[src/rtl/parity_sequencer_if.sv]
// Bundle between the parity sequencer and its page memories / parity stage.
// The master side is the sequencer; the slave side is the surrounding datapath.
interface parity_sequencer_if #(
  parameter int AW = 6
) ();
  logic          start;
  logic          busy;
  logic          done;
  logic [AW-1:0] rd_addr;
  logic [24:0]   rd_data;
  logic [24:0]   cur_page;
  logic [24:0]   prev_page;
  logic          cal_start;
  logic          cal_finish;
  logic [24:0]   parity_out;
  logic          wr_en;
  logic [AW-1:0] wr_addr;
  logic [24:0]   wr_data;

  modport master (
    input  start, rd_data, cal_finish, parity_out,
    output busy, done, rd_addr, cur_page, prev_page, cal_start,
           wr_en, wr_addr, wr_data
  );

  modport slave (
    output start, rd_data, cal_finish, parity_out,
    input  busy, done, rd_addr, cur_page, prev_page, cal_start,
           wr_en, wr_addr, wr_data
  );
endinterface

[src/rtl/parity_sequencer.sv]
// Streams pages from a synchronous-read memory, pairs each with its predecessor
// (page 0 with the last page), launches one parity calculation per page and stores the result.
module parity_sequencer #(
  parameter int PAGES = 64,
  parameter int AW    = 6
) (
  input  logic               clk,
  input  logic               rst,
  parity_sequencer_if.master bus
);

  typedef enum logic [3:0] {
    S_IDLE,
    S_RD_LAST,
    S_LD_PREV,
    S_RD_CUR,
    S_LD_CUR,
    S_CALC,
    S_WAIT,
    S_WRITE,
    S_DONE
  } state_t;

  localparam logic [AW-1:0] LAST_IDX = AW'(PAGES - 1);

  state_t        r_state;
  logic [AW-1:0] r_idx;
  logic [AW-1:0] r_rd_addr;
  logic [AW-1:0] r_wr_addr;
  logic [24:0]   r_cur_page;
  logic [24:0]   r_prev_page;
  logic [24:0]   r_wr_data;
  logic          r_busy;
  logic          r_done;
  logic          r_cal_start;
  logic          r_wr_en;
  logic          w_last_page;

  assign w_last_page = (r_idx == LAST_IDX);

  always_ff @(posedge clk or posedge rst) begin
    if (rst) begin
      r_state     <= S_IDLE;
      r_idx       <= '0;
      r_rd_addr   <= '0;
      r_wr_addr   <= '0;
      r_cur_page  <= '0;
      r_prev_page <= '0;
      r_wr_data   <= '0;
      r_busy      <= 1'b0;
      r_done      <= 1'b0;
      r_cal_start <= 1'b0;
      r_wr_en     <= 1'b0;
    end else begin
      // Strobes are set on the transition into their state so they are high for exactly that state.
      r_done      <= 1'b0;
      r_cal_start <= 1'b0;
      r_wr_en     <= 1'b0;
      case (r_state)
        S_IDLE: begin
          if (bus.start) begin
            r_rd_addr <= LAST_IDX;
            r_idx     <= '0;
            r_busy    <= 1'b1;
            r_state   <= S_RD_LAST;
          end
        end
        S_RD_LAST: r_state <= S_LD_PREV;
        S_LD_PREV: begin
          r_prev_page <= bus.rd_data;
          r_rd_addr   <= r_idx;
          r_state     <= S_RD_CUR;
        end
        S_RD_CUR: r_state <= S_LD_CUR;
        S_LD_CUR: begin
          r_cur_page  <= bus.rd_data;
          r_cal_start <= 1'b1;
          r_state     <= S_CALC;
        end
        S_CALC: r_state <= S_WAIT;
        S_WAIT: begin
          if (bus.cal_finish) begin
            r_wr_data <= bus.parity_out;
            r_wr_addr <= r_idx;
            r_wr_en   <= 1'b1;
            r_state   <= S_WRITE;
          end
        end
        S_WRITE: begin
          // The current page becomes the predecessor of the next one, saving a re-read.
          r_prev_page <= r_cur_page;
          if (w_last_page) begin
            r_done  <= 1'b1;
            r_state <= S_DONE;
          end else begin
            r_idx     <= r_idx + 1'b1;
            r_rd_addr <= r_idx + 1'b1;
            r_state   <= S_RD_CUR;
          end
        end
        S_DONE: begin
          r_busy  <= 1'b0;
          r_state <= S_IDLE;
        end
        default: begin
          r_busy  <= 1'b0;
          r_state <= S_IDLE;
        end
      endcase
    end
  end

  assign bus.busy      = r_busy;
  assign bus.done      = r_done;
  assign bus.rd_addr   = r_rd_addr;
  assign bus.cur_page  = r_cur_page;
  assign bus.prev_page = r_prev_page;
  assign bus.cal_start = r_cal_start;
  assign bus.wr_en     = r_wr_en;
  assign bus.wr_addr   = r_wr_addr;
  assign bus.wr_data   = r_wr_data;

endmodule

[src/flat_wrapper.sv]
// flat-port wrapper written by rule: the top's interface ports become plain ports
module parity_sequencer_flat 
#(
  parameter int PAGES = 64,
  parameter int AW    = 6
)
  (clk, rst, bus_start, bus_rd_data, bus_cal_finish, bus_parity_out, bus_busy, bus_done, bus_rd_addr, bus_cur_page, bus_prev_page, bus_cal_start, bus_wr_en, bus_wr_addr, bus_wr_data);
  parity_sequencer_if #(.AW(AW)) bus_i ();
  input  logic clk;
  input  logic rst;
  input wire logic [$bits(bus_i.start)-1:0] bus_start;
  input wire logic [$bits(bus_i.rd_data)-1:0] bus_rd_data;
  input wire logic [$bits(bus_i.cal_finish)-1:0] bus_cal_finish;
  input wire logic [$bits(bus_i.parity_out)-1:0] bus_parity_out;
  output wire logic [$bits(bus_i.busy)-1:0] bus_busy;
  output wire logic [$bits(bus_i.done)-1:0] bus_done;
  output wire logic [$bits(bus_i.rd_addr)-1:0] bus_rd_addr;
  output wire logic [$bits(bus_i.cur_page)-1:0] bus_cur_page;
  output wire logic [$bits(bus_i.prev_page)-1:0] bus_prev_page;
  output wire logic [$bits(bus_i.cal_start)-1:0] bus_cal_start;
  output wire logic [$bits(bus_i.wr_en)-1:0] bus_wr_en;
  output wire logic [$bits(bus_i.wr_addr)-1:0] bus_wr_addr;
  output wire logic [$bits(bus_i.wr_data)-1:0] bus_wr_data;
  assign bus_i.start = bus_start;
  assign bus_i.rd_data = bus_rd_data;
  assign bus_i.cal_finish = bus_cal_finish;
  assign bus_i.parity_out = bus_parity_out;
  assign bus_busy = bus_i.busy;
  assign bus_done = bus_i.done;
  assign bus_rd_addr = bus_i.rd_addr;
  assign bus_cur_page = bus_i.cur_page;
  assign bus_prev_page = bus_i.prev_page;
  assign bus_cal_start = bus_i.cal_start;
  assign bus_wr_en = bus_i.wr_en;
  assign bus_wr_addr = bus_i.wr_addr;
  assign bus_wr_data = bus_i.wr_data;
  parity_sequencer #(.PAGES(PAGES), .AW(AW)) u_core (.clk(clk), .rst(rst), .bus(bus_i));
endmodule
[config.mk]
export PLATFORM = sky130hd
export DESIGN_NAME = parity_sequencer_flat
export DESIGN_NICKNAME = d
export VERILOG_FILES = /design/src/rtl/parity_sequencer_if.sv /design/src/rtl/parity_sequencer.sv /design/src/flat_wrapper.sv
export SDC_FILE = /design/constraint.sdc
export NUM_CORES = 1
export LEC_CHECK = 0
export ABC_AREA = 1
export BUFFER_PORTS_ARGS = -buffer_cell sky130_fd_sc_hd__buf_4
export CORE_UTILIZATION = 40
export DETAILED_ROUTE_END_ITERATION = 10
export PLACE_DENSITY_LB_ADDON = 0.2
export SYNTH_ARGS = -nofsm -noshare
export SYNTH_HDL_FRONTEND = slang
export SYNTH_SLANG_ARGS = --single-unit
[constraint.sdc]
create_clock -name clk -period 2.7 [get_ports clk]
set_input_delay 0.27 -clock clk [delete_from_list [all_inputs] [get_ports clk]]
set_output_delay 0.27 -clock clk [all_outputs]
set_load 0.05 [all_outputs]
==> out/metrics.yaml, run 1 <==
rsz0062_at_grt: "false"
clockRootBuffer: "clkbuf_8"
slew_viol_final: 0
grt_usage_pct: 19.2
crit_chain: "nor2_2, nand2_2, buf_4, o21ai_0, o21ai_0, nand2_1"
tns_ns: 0
setup_viol: 0
post-route-util_pct: 54.5
grt_max_degree: 102
ctsResizeCount: 0
hold_violations: 0
worstPathRequired_ns: 3.00
path_class: "register to register"
finClkSkew_ns: 0.00986
syn_nets: 561
synth_commonest_cells: "nand2_1 (186), dfrtp_1 (101), o21ai_0 (65)"
cts.reportedPaths.clkPinSlew_ns: 0.10
max_stage_delay_ns: 0.44
dp_hpwl_um: 7150
crit_path_end_kind: "register"
period_share_pct: 67.3
clock_latency_ns: 0.36
synth_flop_cell: "dfrtp_1"
min_period_ns: 1.82
yosysSeqAreaShare_pct: 58.2
maxSlewHeadroom_pct: 63.4
rows: 37
area_growth_pct: 30.9
numCtsBuffers: 9
netlist-cell-type-count: 24
critical-path-top-delay-family: "simple AND/OR/NAND/NOR gates"
fmax_mhz: 550
grt_pass1_wl_um: 17100
cp_num_buf_inv: 1
yosysMostFrequentCell: "nand2_1"
numPortBuffers: 144
dieHeight_um: 106
placed_area_um2: 5510
yosys_warnings: 0
syn-cell-area_um2: 4340
drive_gt1_share_pct: 28.3
cts_max_path_buffers: 2
fp.dieW_um: 106
vias: 3736
crit_arrival_ns: 2.12
netlist.area_leader.share_pct: 58.2
cpMaxStageDelayCell: "dfrtp_1"
status: "complete, no violations"
drtPass1Iterations: 5
ys_ff_latch: 101
clock_sinks: 101
drtIter0Drc: 200
ant_nets: 0
drc: 0
synthArstFlopShare_pct: 100
r2r_cells: 6
syn_inst: 506
worstSetupStartpointType: "register"
synth_edf_count: 0
initial_core_util_pct: 41.7
drv_cap: 0
yosysTopAreaCell: "dfrtp_1"
drt_wl_total_um: 10300
cp.depth: 6
h-tree-depth: 3
n_fill_cell: 986
postCtsHoldBufs: 0
cts_setup_buffers: 0
cp_max_fo: 29
grt_pass1_vias: 3526
n_antenna_cell: 0
grt-ovfl-total: 0
avgSynthCellArea_um2: 8.58
viasPerCell: 4.77
yosys-top-cells-area: "dfrtp_1 (58%), nand2_1 (16%), o21ai_0 (7.5%), nand3_1 (5.0%), inv_1 (3.5%)"
tightestPinTransition_ns: 0.549
cts_tree: "done"
design_area_um2: 5680
core_area_um2: 10400
post_drt_wl_per_cell_um: 13.2
io_pins: 145
place_congestion: 0.818
hold_class: "input port to asynchronous set/reset pin"
die-area_um2: 11300
antenna_found_initial: 0
fin_nets: 697
crit_top_cell: "o21ai_0"
[cell families after synthesis]
group           count (synthesis)  share of synthesized area [%]
compound gates                 87                           10.1
simple gates                  247                           23.8
fa+ha+maj                       1                          0.288
buf+inv                        70                           7.52
flops                         101                           58.2
[worst paths after layout]
path | from | to | slack (ns)
max in group asynchronous | rst | u_core.bus.wr_data[23] | 2.23
worst max register to register | u_core.r_state[2] | u_core.bus.prev_page[21] | 0.88
worst max-delay path | u_core.r_state[2] | u_core.bus.prev_page[21] | 0.88
worst min-delay path | rst | u_core.bus.cur_page[11] | 0.02
min in group clk | bus_parity_out[5] | u_core.bus.wr_data[5] | 0.10
worst min register to register | u_core.bus.wr_data[21] | u_core.bus.wr_data[21] | 0.49
[through the flow]
step	instances	hold WS, ns	setup slack [ns]
floorplan	506	0.380	1.23
global placement	767	0.462	1.00
detailed placement	767	0.468	0.942
CTS	783	0.0690	0.916
global route	783	0.0753	0.692
finish	783	0.0185	0.883
[state kept, by name, indices dropped and copies added, names as in the netlist]
signal                cells
u_core.bus.wr_addr        6
u_core.bus.cur_page      25
u_core.bus.rd_addr        6
u_core.r_state            4
u_core.bus.wr_en          1
u_core.bus.busy           1
u_core.bus.wr_data       25
u_core.bus.prev_page     25
u_core.r_idx              6
u_core.bus.cal_start      1
u_core.bus.done           1
[routing by layer]
layer | global-route usage (%) | vias up | wire (um)
met3 | 4.35 | 11 | 660
met4 | 6.45 | 0 | 143
li1 | - | 1880 | -
met5 | 0 | - | 0
met1 | 26.0 | 1728 | 4660
met2 | 30.4 | 117 | 4840
[worst reg2reg max path, cell delays in order (launching register included)]
cell and delay, ns:
dfrtp_1 0.44, nor2_2 0.26, nand2_2 0.36, buf_4 0.32, o21ai_0 0.17, o21ai_0 0.12
nand2_1 0.09
[placed cells by master (no fill, tap or decap)]
master	netlist	layout
nand2_1	186	186
nand2_2	4	4
buf_4	0	147
nand2_4	1	1
nor2_4	1	1
o211ai_1	1	1
nand3_1	43	43
inv_8	0	1
or2_2	1	1
inv_2	5	5
dfrtp_1	101	101
inv_1	40	39
ha_1	1	1
nand3_2	2	2
buf_12	0	2
clkbuf_8	0	9
nor2_1	4	4
nor2_2	3	3
clkbuf_1	9	1
clkinvlp_4	0	4
o21bai_1	1	1
inv_4	1	1
clkinv_2	0	1
inv_6	0	1
nand4_1	2	2
o21ai_1	20	20
o21ai_0	65	65
[cell type report]
class,count,area (um2),share of cell area [%]
Clock inverter,6,47.5,0.837
Clock buffer,10,128,2.25
Timing Repair Buffer,149,1140,20.1
Tap cell,136,170,2.99
Sequential cell,101,2530,44.5
Multi-Input combinational cell,335,1490,26.2
Inverter,46,179,3.15
Power of run 1 is not shown: default switching activity piles up to over one toggle a cycle in this logic, so the estimate is an artifact.
==> run 2: changes to the inputs <==
- clock period: 2.7 -> 1.65 ns (I/O delays scaled with it)
==> out/metrics.yaml, run 2 (synthesized netlist as in run 1, its figures left out) <==
drc: 0
p_int_mw: 6.94
cts_tree: "done"
drv_cap: 0
crit_arrival_ns: 1.71
ant_nets: 0
die-area_um2: 11300
crit_top_cell: "nand2_1"
drtIter0Drc: 171
p_clk_share_pct: 11.8
regArea_um2: 2530
cp_num_buf_inv: 2
drt_wl_total_um: 10600
most-common-layout-cells: "nand2_1 (186), buf_4 (150), dfrtp_1 (101)"
worstPathRequired_ns: 1.88
pwr-share-comb_pct: 58.1
area_growth_pct: 38.8
multi_input_area_um2: 1490
numPortBuffers: 144
total_power_mw: 14.4
critical-path-top-delay-family: "simple AND/OR/NAND/NOR gates"
reg2reg_slack_ns: 0.18
rsz0062_at_grt: "true"
setup_slack_ns: 0.175
vias: 3888
rows: 37
grt-ovfl-total: 0
worstSetupStartpointType: "register"
setup_viol: 0
min_path_cells: 3
post_drt_wl_per_cell_um: 13.1
place_congestion: 0.830
h-tree-depth: 3
tightestPinTransition_ns: 0.556
cpMaxStageDelayCell: "dfrtp_1"
fmax_mhz: 678
hold_violations: 0
drtPass1Iterations: 4
leakagePower_nw: 3.28
r2r-end: "u_core.bus.wr_addr[4]"
ir_worst_vdd_mv: 1.15
rr_startpoint: "u_core.r_state[3]"
maxSlewHeadroom_pct: 62.9
dp_hpwl_um: 7180
pwr-share-seq_pct: 30.1
tns_ns: 0
cp_max_fo: 20
clock_sinks: 101
grt_pass1_wl_um: 17700
clock_latency_ns: 0.35
fin_hold_ws_ns: 0.0234
switching_power_mw: 7.46
r2r_cells: 7
fp.dieW_um: 106
cts_max_path_buffers: 2
min_to: "u_core.bus.wr_data[20]"
numCtsBuffers: 9
dp.cells: 773
sw_frac_of_total_pct: 51.8
grt_usage_pct: 19.4
fin_nets: 726
core_area_um2: 10400
crit_chain: "nor2_2, nand2_1, inv_2, nand2_4, buf_6, nand2_1, o21ai_0"
hold_start: "bus_parity_out[20]"
cp.depth: 7
min_period_ns: 1.47
n_antenna_cell: 0
cts.reportedPaths.clkPinSlew_ns: 0.10
clockRootBuffer: "clkbuf_8"
place_ws_ns: 0.151
finClkSkew_ns: 0.0139
finalNonFillerCells: 811
crit_path_end_kind: "register"
grt_max_degree: 102
period_share_pct: 89.4
grt_pass1_vias: 3716
io_pins: 145
powerDensity_nw_per_um2: 2390
hold_class: "input port to register"
layout_commonest_cell: "nand2_1"
viasPerCell: 4.79
initial_core_util_pct: 41.7
slew_viol_final: 0
status: "complete, no violations"
dieHeight_um: 106
n_fill_cell: 928
drive_gt1_share_pct: 28.0
max_stage_delay_ns: 0.44
antenna_found_initial: 0
path_class: "register to register"
[run 2: cell count changes in the layout (fill, tap and decap cells not counted), sizes merged]
cell,delta
buf,+6
bufinv,+2
clkbuf,-1
clkinv,+2
clkinvlp,-3
dlygate4sd3,+23
inv,-1
[run 2: timing repair]
action / in CTS / in global routing
setup endpoints to repair: 0 / 8
hold endpoints to repair: 105 / 0
resized for setup: 0 / 2
setup buffers: 0 / 0
hold buffers: 23 / 0
[run 2: worst max path at each step]
stage | from | end | slack (ns)
4_1_cts | u_core.r_state[3] | u_core.bus.wr_addr[4] | 0.14
3_5_place_dp | u_core.r_state[3] | u_core.bus.wr_data[5] | 0.15
2_1_floorplan | rst | u_core.bus.busy | 0.28
6_report | u_core.r_state[3] | u_core.bus.wr_addr[4] | 0.18
3_3_place_gp | u_core.r_state[3] | u_core.bus.wr_addr[4] | 0.21
5_1_grt | u_core.r_state[1] | u_core.bus.prev_page[20] | -0.007
[run 2: power by group through the flow]
stage | logic (mW) | clock network, mW | registers, mW
4_1_cts | 8.43 | 1.76 | 4.33
6_report | 8.37 | 1.70 | 4.33
3_3_place_gp | 8.26 | 0 | 4.34
3_5_place_dp | 8.37 | 0 | 4.36
5_1_grt | 8.98 | 1.85 | 4.47
2_1_floorplan | 2.39 | 0 | 7.77
[run 2: layout make-up]
class	count	share of cell area, %
multi-input cells	335	24.7
inverters	46	3.01
flip-flops and latches	101	42.0
well taps	136	2.82
clock buffers	9	2.06
clock inverters	6	1.45
repair buffers	178	24.0
[run 2: tightest hold or removal path, stage by stage]
cell and delay [ns]:
buf_4 0.08, nand2_1 0.04, nand2_1 0.05
[run 2: through the flow]
stage	util (%)	cell area, um2
4_1_cts	57.8	6020
3_3_place_gp	53.5	5580
2_1_floorplan	-	4340
6_report	57.8	6020
3_5_place_dp	53.5	5580
5_1_grt	57.8	6020
[run 2: routing by layer]
metal	track usage, %	routed length [um]	part of all wire [%]	vias to the layer above
met5	0	0	0	-
met4	5.85	110	1.0	0
met1	25.8	4740	45	1820
met2	31.8	5100	48	115
met3	4.05	661	6.2	12
li1	-	-	-	1941
No activity file was read; power rests on OpenSTA's default activity.
==> run 3: changes to the inputs <==
- BUFFER_PORTS_ARGS: -buffer_cell sky130_fd_sc_hd__buf_4 -> default
- DONT_BUFFER_PORTS: default -> 1
==> out/metrics.yaml, run 3 (synthesized netlist as in run 1, its figures left out) <==
post-route-util_pct: 50.1
maxSlewHeadroom_pct: 62.6
numCtsBuffers: 9
fmax_mhz: 669
cp.depth: 6
cp_max_fo: 9
slew_viol_final: 0
fp.dieW_um: 106
setup_slack_ns: 0.154
clock_sinks: 101
fin_nets: 611
tightestPinTransition_ns: 0.561
tns_ns: 0
die-area_um2: 11300
post_drt_wl_per_cell_um: 14.6
path_class: "register to register"
area_growth_pct: 20.3
layout_commonest_cell: "nand2_1"
drive_gt1_share_pct: 8.38
hold_violations: 0
dp_hpwl_um: 6460
period_share_pct: 90.6
r2r-end: "u_core.r_idx[1]"
min_period_ns: 1.50
vias: 3441
grt_pass1_wl_um: 16600
crit_start: "u_core.r_idx[1]"
antenna_found_initial: 0
grt-ovfl-total: 0
grt_usage_pct: 18.8
n_antenna_cell: 0
clockRootBuffer: "clkbuf_8"
rows: 37
io_pins: 145
status: "complete, no violations"
drv_cap: 0
finClkSkew_ns: 0.0122
cpMaxStageDelayCell: "dfrtp_2"
cts_tree: "done"
design_area_um2: 5220
grt_pass1_vias: 3449
crit_path_end_kind: "register"
cts_setup_buffers: 0
worstSetupStartpointType: "register"
setup_viol: 0
worstPathRequired_ns: 1.92
ant_nets: 0
most-common-layout-cells: "nand2_1 (186), dfrtp_1 (100), o21ai_0 (65)"
r2r_cells: 6
rr_startpoint: "u_core.r_idx[1]"
hold_class: "input port to register"
reg2reg_slack_ns: 0.15
cts.reportedPaths.clkPinSlew_ns: 0.10
endpoint: "u_core.r_idx[1]"
place_ws_ns: 0.138
crit_arrival_ns: 1.77
cts_max_path_buffers: 2
drtPass1Iterations: 4
cp_num_buf_inv: 0
numPortBuffers: 0
h-tree-depth: 3
max_stage_delay_ns: 0.46
grt_max_degree: 102
placed_area_um2: 4500
drtIter0Drc: 201
crit_chain: "ha_1, nand3_1, nor2_1, nand2_2, nand3_2, o21ai_0"
initial_core_util_pct: 41.7
dieHeight_um: 106
drc: 0
critical-path-top-delay-family: "simple AND/OR/NAND/NOR gates"
drt_wl_total_um: 10200
viasPerCell: 4.94
place_congestion: 0.807
clock_latency_ns: 0.36
core_area_um2: 10400
## run 3: cell count changes in the layout (fill, tap and decap cells not counted), sizes merged
cell / previous run / this run
clkinvlp: 1 / 2
dlygate4sd3: 23 / 52
bufinv: 2 / 1
clkinv: 3 / 2
inv: 46 / 48
buf: 155 / 11
## run 3: layer usage
layer / vias to the layer above / wire length [um] / global-route usage, % / share of wire, %
li1: 1709 / - / - / -
met1: 1597 / 4400 / 22.7 / 43
met2: 115 / 4720 / 30.3 / 46
met3: 20 / 815 / 6.25 / 8.0
met4: 0 / 228 / 8.23 / 2.2
met5: - / 0 / 0 / 0
## run 3: cell type report
| cell class | instances | area, um2 |
|---|---|---|
| fill | 992 | 5190 |
| tap | 136 | 170 |
| timing repair buffer | 63 | 653 |
| clock inverter | 7 | 80.1 |
| inverter | 46 | 179 |
| sequential | 101 | 2530 |
| clock buffer | 9 | 124 |
| multi-input combinational | 335 | 1490 |
## run 3: what timing repair did
action                                 4_1_cts  5_1_grt
endpoints found under the hold margin      153        0
setup endpoints to repair                    0        7
gates resized for setup                      0        1
hold buffers                                52        0
## run 3: metrics by stage
step | hold WS (ns) | cells
2_1_floorplan | 0.275 | 506
3_3_place_gp | 0.235 | 629
3_5_place_dp | 0.242 | 629
4_1_cts | 0.0171 | 697
5_1_grt | 0.0250 | 697
6_report | 0.0386 | 697
## run 3: how the worst min path moves through the flow
stage / startpoint / end / slack [ns] / depth (start not counted)
6_report: bus_cal_finish / u_core.bus.wr_en / 0.04 / 2
5_1_grt: bus_cal_finish / u_core.bus.wr_en / 0.03 / 2
4_1_cts: bus_cal_finish / u_core.bus.wr_en / 0.02 / 2
3_5_place_dp: rst / u_core.bus.cur_page[11] / 0.24 / 2
3_3_place_gp: rst / u_core.bus.cur_page[11] / 0.24 / 2
2_1_floorplan: bus_rd_data[4] / u_core.bus.cur_page[4] / 0.27 / 2
## run 3: worst register-to-register path: cells and delay by family, from the launching register on
kind / cells / cell delay [ns]
adders and majority gates: 1 / 0.23
AOI/OAI and AO/OA: 1 / 0.23
DFF: 1 / 0.46
and+or+nand+nor: 4 / 0.48
Power of run 3 is left out for the same reason.
